$ cat config.mk
export PLATFORM = sky130hd
export DESIGN_NAME = host_uart_rsp_serializer_flat
export DESIGN_NICKNAME = d
export VERILOG_FILES = /design/src/rtl/host_uart_rsp_serializer_if.sv /design/src/rtl/host_uart_rsp_serializer.sv /design/src/flat_wrapper.sv
export SDC_FILE = /design/constraint.sdc
export NUM_CORES = 2
export LEC_CHECK = 0
export CORE_AREA = 2 2 405 407
export CTS_CLUSTER_DIAMETER = 50
export DETAILED_ROUTE_END_ITERATION = 7
export DIE_AREA = 0 0 407 409
export PLACE_DENSITY_LB_ADDON = 0.1
export SYNTH_ARGS = -nofsm -noshare
export SYNTH_HDL_FRONTEND = slang
export SYNTH_SLANG_ARGS = --single-unit
$ cat constraint.sdc
create_clock -name clk -period 2.9 [get_ports clk]
set_input_delay 0.58 -clock clk [delete_from_list [all_inputs] [get_ports clk]]
set_output_delay 0.58 -clock clk [all_outputs]
set_load 0.005 [all_outputs]
$ cat src/rtl/host_uart_rsp_serializer_if.sv
// ---------------------------------------------------------------------------------------------
// host_uart_rsp_serializer_if
//   Bundles the two handshake channels of the response serializer.
//   Frame channel (upstream -> serializer):
//     frame_data   encoded frame, byte k = frame_data[8k+7:8k]
//     frame_len    number of payload bytes
//     frame_valid  frame_data/frame_len valid
//     frame_ready  serializer can take a frame
//   Byte channel (serializer -> UART TX):
//     tx_byte      byte to transmit
//     tx_valid     tx_byte valid
//     tx_ready     transmitter accepts byte on tx_valid & tx_ready
//   Modports: master = upstream/transmitter side, slave = serializer.
// ---------------------------------------------------------------------------------------------
interface host_uart_rsp_serializer_if #(
    parameter int unsigned MAX_BYTES = 128,
    parameter int unsigned LEN_W     = 8
);
    logic [MAX_BYTES*8-1:0] frame_data;
    logic [LEN_W-1:0]       frame_len;
    logic                   frame_valid;
    logic                   frame_ready;
    logic [7:0]             tx_byte;
    logic                   tx_valid;
    logic                   tx_ready;

    modport master (
        output frame_data,
        output frame_len,
        output frame_valid,
        input  frame_ready,
        input  tx_byte,
        input  tx_valid,
        output tx_ready
    );

    modport slave (
        input  frame_data,
        input  frame_len,
        input  frame_valid,
        output frame_ready,
        output tx_byte,
        output tx_valid,
        input  tx_ready
    );
endinterface

$ cat src/rtl/host_uart_rsp_serializer.sv
// ---------------------------------------------------------------------------------------------
// host_uart_rsp_serializer
//   Latches one encoded response frame and streams it LSB-byte-first to the UART transmitter.
//   Frames with length 0 or above MAX_BYTES are dropped with a one-cycle error pulse; every
//   completed frame produces a one-cycle done pulse.
//   Optional feature: define HOST_UART_RSP_CHECKSUM_EN to append an XOR checksum byte after
//   the payload (wire byte count = frame_len + 1).
// Ports:
//   clk    system clock, all logic on posedge
//   reset  synchronous active-low reset
//   bus    frame input channel and tx byte output channel (slave modport)
//   busy   high while a frame is being loaded or sent
//   done   one-cycle pulse after the final byte handshake
//   error  one-cycle pulse on a rejected frame
// ---------------------------------------------------------------------------------------------
module host_uart_rsp_serializer #(
    parameter int unsigned MAX_BYTES = 128,
    parameter int unsigned LEN_W     = 8
) (
    input  logic                             clk,
    input  logic                             reset,
    host_uart_rsp_serializer_if.slave        bus,
    output logic                             busy,
    output logic                             done,
    output logic                             error
);

    localparam int unsigned DataW = MAX_BYTES * 8;
    localparam int unsigned SelW  = $clog2(DataW);

`ifdef HOST_UART_RSP_CHECKSUM_EN
    typedef enum logic [1:0] {StIdle, StLoad, StSend, StCsum} state_e;
`else
    typedef enum logic [1:0] {StIdle, StLoad, StSend} state_e;
`endif

    state_e             state_q, state_d;
    logic [DataW-1:0]   shadow_q, shadow_d;
    logic [LEN_W-1:0]   len_q, len_d;
    logic [LEN_W-1:0]   idx_q, idx_d;
    logic [7:0]         tx_byte_q, tx_byte_d;
    logic               tx_valid_q, tx_valid_d;
    logic               done_q, done_d;
    logic               error_q, error_d;
`ifdef HOST_UART_RSP_CHECKSUM_EN
    logic [7:0]         csum_q, csum_d;
`endif

    logic               len_bad;
    logic               last_byte;
    logic [LEN_W-1:0]   idx_nxt;
    logic [SelW-1:0]    sel_nxt;

    // Length is checked one bit wider so MAX_BYTES itself is never truncated.
    assign len_bad   = (bus.frame_len == '0) ||
                       ({1'b0, bus.frame_len} > (LEN_W + 1)'(MAX_BYTES));
    assign last_byte = (idx_q == len_q - LEN_W'(1));
    assign idx_nxt   = idx_q + LEN_W'(1);
    assign sel_nxt   = SelW'({idx_nxt, 3'b000});

    always_comb begin
        state_d    = state_q;
        shadow_d   = shadow_q;
        len_d      = len_q;
        idx_d      = idx_q;
        tx_byte_d  = tx_byte_q;
        tx_valid_d = tx_valid_q;
        done_d     = 1'b0;
        error_d    = 1'b0;
`ifdef HOST_UART_RSP_CHECKSUM_EN
        csum_d     = csum_q;
`endif
        case (state_q)
            StIdle: begin
                if (bus.frame_valid) begin
                    if (len_bad) begin
                        error_d = 1'b1;
                    end else begin
                        shadow_d = bus.frame_data;
                        len_d    = bus.frame_len;
                        idx_d    = '0;
`ifdef HOST_UART_RSP_CHECKSUM_EN
                        csum_d   = 8'h00;
`endif
                        state_d  = StLoad;
                    end
                end
            end
            StLoad: begin
                tx_byte_d  = shadow_q[7:0];
                tx_valid_d = 1'b1;
                state_d    = StSend;
            end
            StSend: begin
                if (tx_valid_q && bus.tx_ready) begin
`ifdef HOST_UART_RSP_CHECKSUM_EN
                    csum_d = csum_q ^ tx_byte_q;
`endif
                    if (last_byte) begin
`ifdef HOST_UART_RSP_CHECKSUM_EN
                        // Checksum byte follows immediately; tx_valid stays high.
                        tx_byte_d = csum_q ^ tx_byte_q;
                        state_d   = StCsum;
`else
                        tx_valid_d = 1'b0;
                        done_d     = 1'b1;
                        state_d    = StIdle;
`endif
                    end else begin
                        idx_d     = idx_nxt;
                        tx_byte_d = shadow_q[sel_nxt +: 8];
                    end
                end
            end
`ifdef HOST_UART_RSP_CHECKSUM_EN
            StCsum: begin
                if (bus.tx_ready) begin
                    tx_valid_d = 1'b0;
                    done_d     = 1'b1;
                    state_d    = StIdle;
                end
            end
`endif
            default: state_d = StIdle;
        endcase
    end

    always_ff @(posedge clk) begin
        if (!reset) begin
            state_q    <= StIdle;
            shadow_q   <= '0;
            len_q      <= '0;
            idx_q      <= '0;
            tx_byte_q  <= 8'h00;
            tx_valid_q <= 1'b0;
            done_q     <= 1'b0;
            error_q    <= 1'b0;
`ifdef HOST_UART_RSP_CHECKSUM_EN
            csum_q     <= 8'h00;
`endif
        end else begin
            state_q    <= state_d;
            shadow_q   <= shadow_d;
            len_q      <= len_d;
            idx_q      <= idx_d;
            tx_byte_q  <= tx_byte_d;
            tx_valid_q <= tx_valid_d;
            done_q     <= done_d;
            error_q    <= error_d;
`ifdef HOST_UART_RSP_CHECKSUM_EN
            csum_q     <= csum_d;
`endif
        end
    end

    assign bus.frame_ready = (state_q == StIdle);
    assign bus.tx_byte     = tx_byte_q;
    assign bus.tx_valid    = tx_valid_q;
    assign busy            = (state_q != StIdle);
    assign done            = done_q;
    assign error           = error_q;

endmodule

$ cat src/flat_wrapper.sv
// flat-port wrapper written by rule: the top's interface ports become plain ports
module host_uart_rsp_serializer_flat 
#(
    parameter int unsigned MAX_BYTES = 128,
    parameter int unsigned LEN_W     = 8
)
  (clk, reset, busy, done, error, bus_frame_data, bus_frame_len, bus_frame_valid, bus_frame_ready, bus_tx_byte, bus_tx_valid, bus_tx_ready);
  host_uart_rsp_serializer_if #(.MAX_BYTES(MAX_BYTES), .LEN_W(LEN_W)) bus_i ();
  input  logic clk;
  input  logic reset;
  output logic busy;
  output logic done;
  output logic error;
  input wire logic [$bits(bus_i.frame_data)-1:0] bus_frame_data;
  input wire logic [$bits(bus_i.frame_len)-1:0] bus_frame_len;
  input wire logic [$bits(bus_i.frame_valid)-1:0] bus_frame_valid;
  output wire logic [$bits(bus_i.frame_ready)-1:0] bus_frame_ready;
  output wire logic [$bits(bus_i.tx_byte)-1:0] bus_tx_byte;
  output wire logic [$bits(bus_i.tx_valid)-1:0] bus_tx_valid;
  input wire logic [$bits(bus_i.tx_ready)-1:0] bus_tx_ready;
  assign bus_i.frame_data = bus_frame_data;
  assign bus_i.frame_len = bus_frame_len;
  assign bus_i.frame_valid = bus_frame_valid;
  assign bus_frame_ready = bus_i.frame_ready;
  assign bus_tx_byte = bus_i.tx_byte;
  assign bus_tx_valid = bus_i.tx_valid;
  assign bus_i.tx_ready = bus_tx_ready;
  host_uart_rsp_serializer #(.MAX_BYTES(MAX_BYTES), .LEN_W(LEN_W)) u_core (.clk(clk), .reset(reset), .bus(bus_i), .busy(busy), .done(done), .error(error));
endmodule
==> summary.txt <==
Outcome -> complete, but fails checks
Failing checks -> setup timing
EDFF count, synth -> 0
Routed WL -> 221,100 um
DRC viols -> 0
Unique cell type count in the Yosys netlist -> 69
Row cnt -> 148
Post-synthesis xor/xnor area fraction -> 0.3038%
Element type at the critical path end -> flop
DIE AREA -> 0.1665 mm^2
Pre-CTS WS -> -652.3 ps
Mapped Avg Cell Area -> 8.287 um^2
Final setup violation count -> 8
Synth Warn # -> 0
Total placed cells including tap cells -> 8,515
CTS max path bufs -> 3
Core Area -> 0.1620 mm^2
Detailed Route Iter0 Violations -> 3,273
First-pass GRT wire length -> 307,600 um
Grt ovf -> 0
CTS tree -> yes
# Max-Cap Violations -> 0
Main combinational cell family by area after synthesis -> simple AND/OR/NAND/NOR gates
Clock transition at path regs -> 50 ps
Async SR Flop Fraction -> 0%
Worst min path class -> in -> reg
Prevailing post-synth register cell -> dfxtp_1
WP data required -> 3540 ps
Simple-gate share of the synthesized area -> 20.54%
PortBufs -> 1,048
Arrival time at the worst endpoint -> 3650 ps
Max VDD drop -> 549.4 uV
Fin worst setup slack -> -109.5 ps
Final Hold Viols -> 0
Synth Instances -> 5,466
Via count -> 43,560
Die Y -> 409 um
H-tree level count -> 4
RSZ-0062 raised after global routing -> yes
CP Cell Sequence -> ha_4 -> buf_16 -> buf_12 -> mux4_2 -> nand2_2 -> nand3_2 -> nand4_1 -> o21ai_2 -> a2111oi_4 -> buf_4 -> a31oi_1
Worst Tran Pin Value -> 928.3 ps
Crit Path Class -> reg -> reg
Clock latency at the later pin of the worst-skew pair -> 770 ps
Initial antenna violation count -> 33
Total CTS buffers -> 146
Die width -> 407 um
Pre-Repair DR Iteration Count -> 5
Critical-path maximum fanout -> 8
Leak pwr -> 23.10 nW
IO Count -> 1,049
Startpoint Class -> flop
Post-DR vias/cell -> 4.924
Mux cell area share after synthesis -> 12.55%
Layout Skew -> 34.15 ps
Adder-cell share of the synthesized area -> 0.1381%
Commonest non-fill, non-tap cell in the layout -> nand2_1
Synth Register Bits -> 1,053
Post-synthesis net count -> 6,507
Sink Count -> 1,053
Max Fclk -> 332.3 MHz
Tmin final -> 3009 ps
Mapped Area -> 0.04530 mm^2
Final ANT Viol Nets -> 0
CP peak stage delay -> 550 ps
Initial Util -> 27.96%
Post-Layout Cell Count -> 8,848
Drt wl/cell -> 24.98 um
CP delay by family, top -> compound AO/OA/AOI/OAI gates
Vias in the first global route -> 43,470
Final Net Count -> 7,586
Pwr Total -> 40.72 mW
Worst rel slew slack -> 38.11%
Synth top area share -> 46.54%
Most frequent cells in the layout -> nand2_1 (2,241), dfxtp_1 (1,051), clkdlybuf4s50_1 (1,046)
Layout cell share with drive strength beyond 1 -> 13.46%
Top post-synthesis cells by area -> dfxtp_1 (47%), nand2_1 (19%), a21oi_1 (11%)
Register area share after synthesis -> 46.54%
Post-DP HPWL -> 167,400 um
Layout overhead on the synthesized area -> 45.66%
PD cells -> 617.2 mW/mm^2
Fin crit share -> 103.8%
Fin. max-slew vios -> 0
Final Wtd Congestion -> 0.8999
Compound-Gate Fraction of Synth Area -> 14.73%
Slowest cell on crit path -> mux4_2
Synth area leader -> dfxtp_1
Global-route total usage across every layer -> 25.49%
Root buf cell -> clkbuf_16
Hold_ws -> 343.0 ps
Critical path buffers and inverters -> 3
Filler cell count -> 16,590
Largest net degree at the start of global routing -> 102
Hold_buf cts -> 0
[synthesized netlist by cell type, drive strengths merged (3+ instances only)]
cell type,number
nand3,64
nor3,11
mux2,3
a21oi,981
ha,5
buf,292
o211ai,4
a311oi,4
dfxtp,1053
or3,8
and2,4
mux2i,108
nor2,23
mux4,203
a221oi,41
nand4,19
inv,10
a22oi,8
nor4,10
xor2,5
o21a,3
nand2,2253
a32oi,36
o22ai,13
a211oi,4
o211a,3
clkbuf,170
xnor2,9
a2111oi,5
a31oi,11
o21ai,18
a21boi,61
[registers in the layout, summed over array words and instances, names as in the netlist]
register,count
u_core.bus.tx_byte,8
u_core.bus.tx_valid,1
u_core.done,1
u_core.error,1
u_core.idx_q,8
u_core.len_q,8
u_core.shadow_q,1024
u_core.state_q,2
[worst min-delay path, cell delays in order]
cell and delay [ps]:
buf_2 150, inv_8 160, a21oi_1 170
[logic make-up (layout without fill, tap and decap cells)]
family                     count (synthesis)  in the layout
xor gates and xnor gates                  14             14
and+or+nand+nor                         2403           2403
DFF                                     1053           1053
buffers and inverters                    473           1670
adders and majority gates                  5              5
other                                      0             10
muxes                                    314            314
AOI/OAI and AO/OA                       1204           1204
[area by class of cell]
cell class              count  area (um^2)  area share [%]
inverters                  11        52.55         0.07964
diodes                     10        25.02         0.03793
repair buffers           1393        14530           22.02
clock inverters            70        899.6           1.363
well taps                2175         2721           4.124
flip-flops and latches   1053        21090           31.96
multi-input cells        3940        22480           34.07
clock buffers             196         4187           6.345
[layer usage]
layer  global-route usage (%)  part of all wire (%)  vias to the layer above
met5                        0                 0.096                        -
met4                    7.778                   2.9                       32
met3                    5.035                   6.1                      309
met2                    43.69                    49                     1369
met1                    32.01                    42                    21180
li1                         -                     -                    20680
[through the flow]
step	TNS, ps	instance area [um^2]	utilization [%]
final	-451.7	65980	40.72
after global routing	-1181	65980	40.72
after CTS	-1067	65570	40.46
after detailed placement	-305510	59610	36.79
after global placement	-306570	59610	36.79
after floorplan	0	45300	-
[path summary, 6_finish.rpt]
path | startpoint | to | slack [ps] | cells past startpoint
max | u_core.idx_q[0] | u_core.bus.tx_byte[7] | -110 | 11
min | reset | u_core.shadow_q[478] | 340 | 3
max reg2reg | u_core.idx_q[0] | u_core.bus.tx_byte[7] | -110 | 11
min reg2reg | u_core.shadow_q[224] | u_core.shadow_q[224] | 450 | 2
[report_power, final]
part / internal, mW / switching [mW]
Combinational: 3.08 / 3.18
Clock: 11.5 / 7.20
Sequential: 15.3 / 0.441
Total: 29.9 / 10.8
[repair_timing]
action | in CTS | in global routing
setup buffers | 26 | 25
pin swaps | 22 | 25
gates cloned | 7 | 4
setup endpoints to repair | 9 | 8
resized for setup | 84 | 35
No activity file was read; power rests on OpenSTA's default activity.
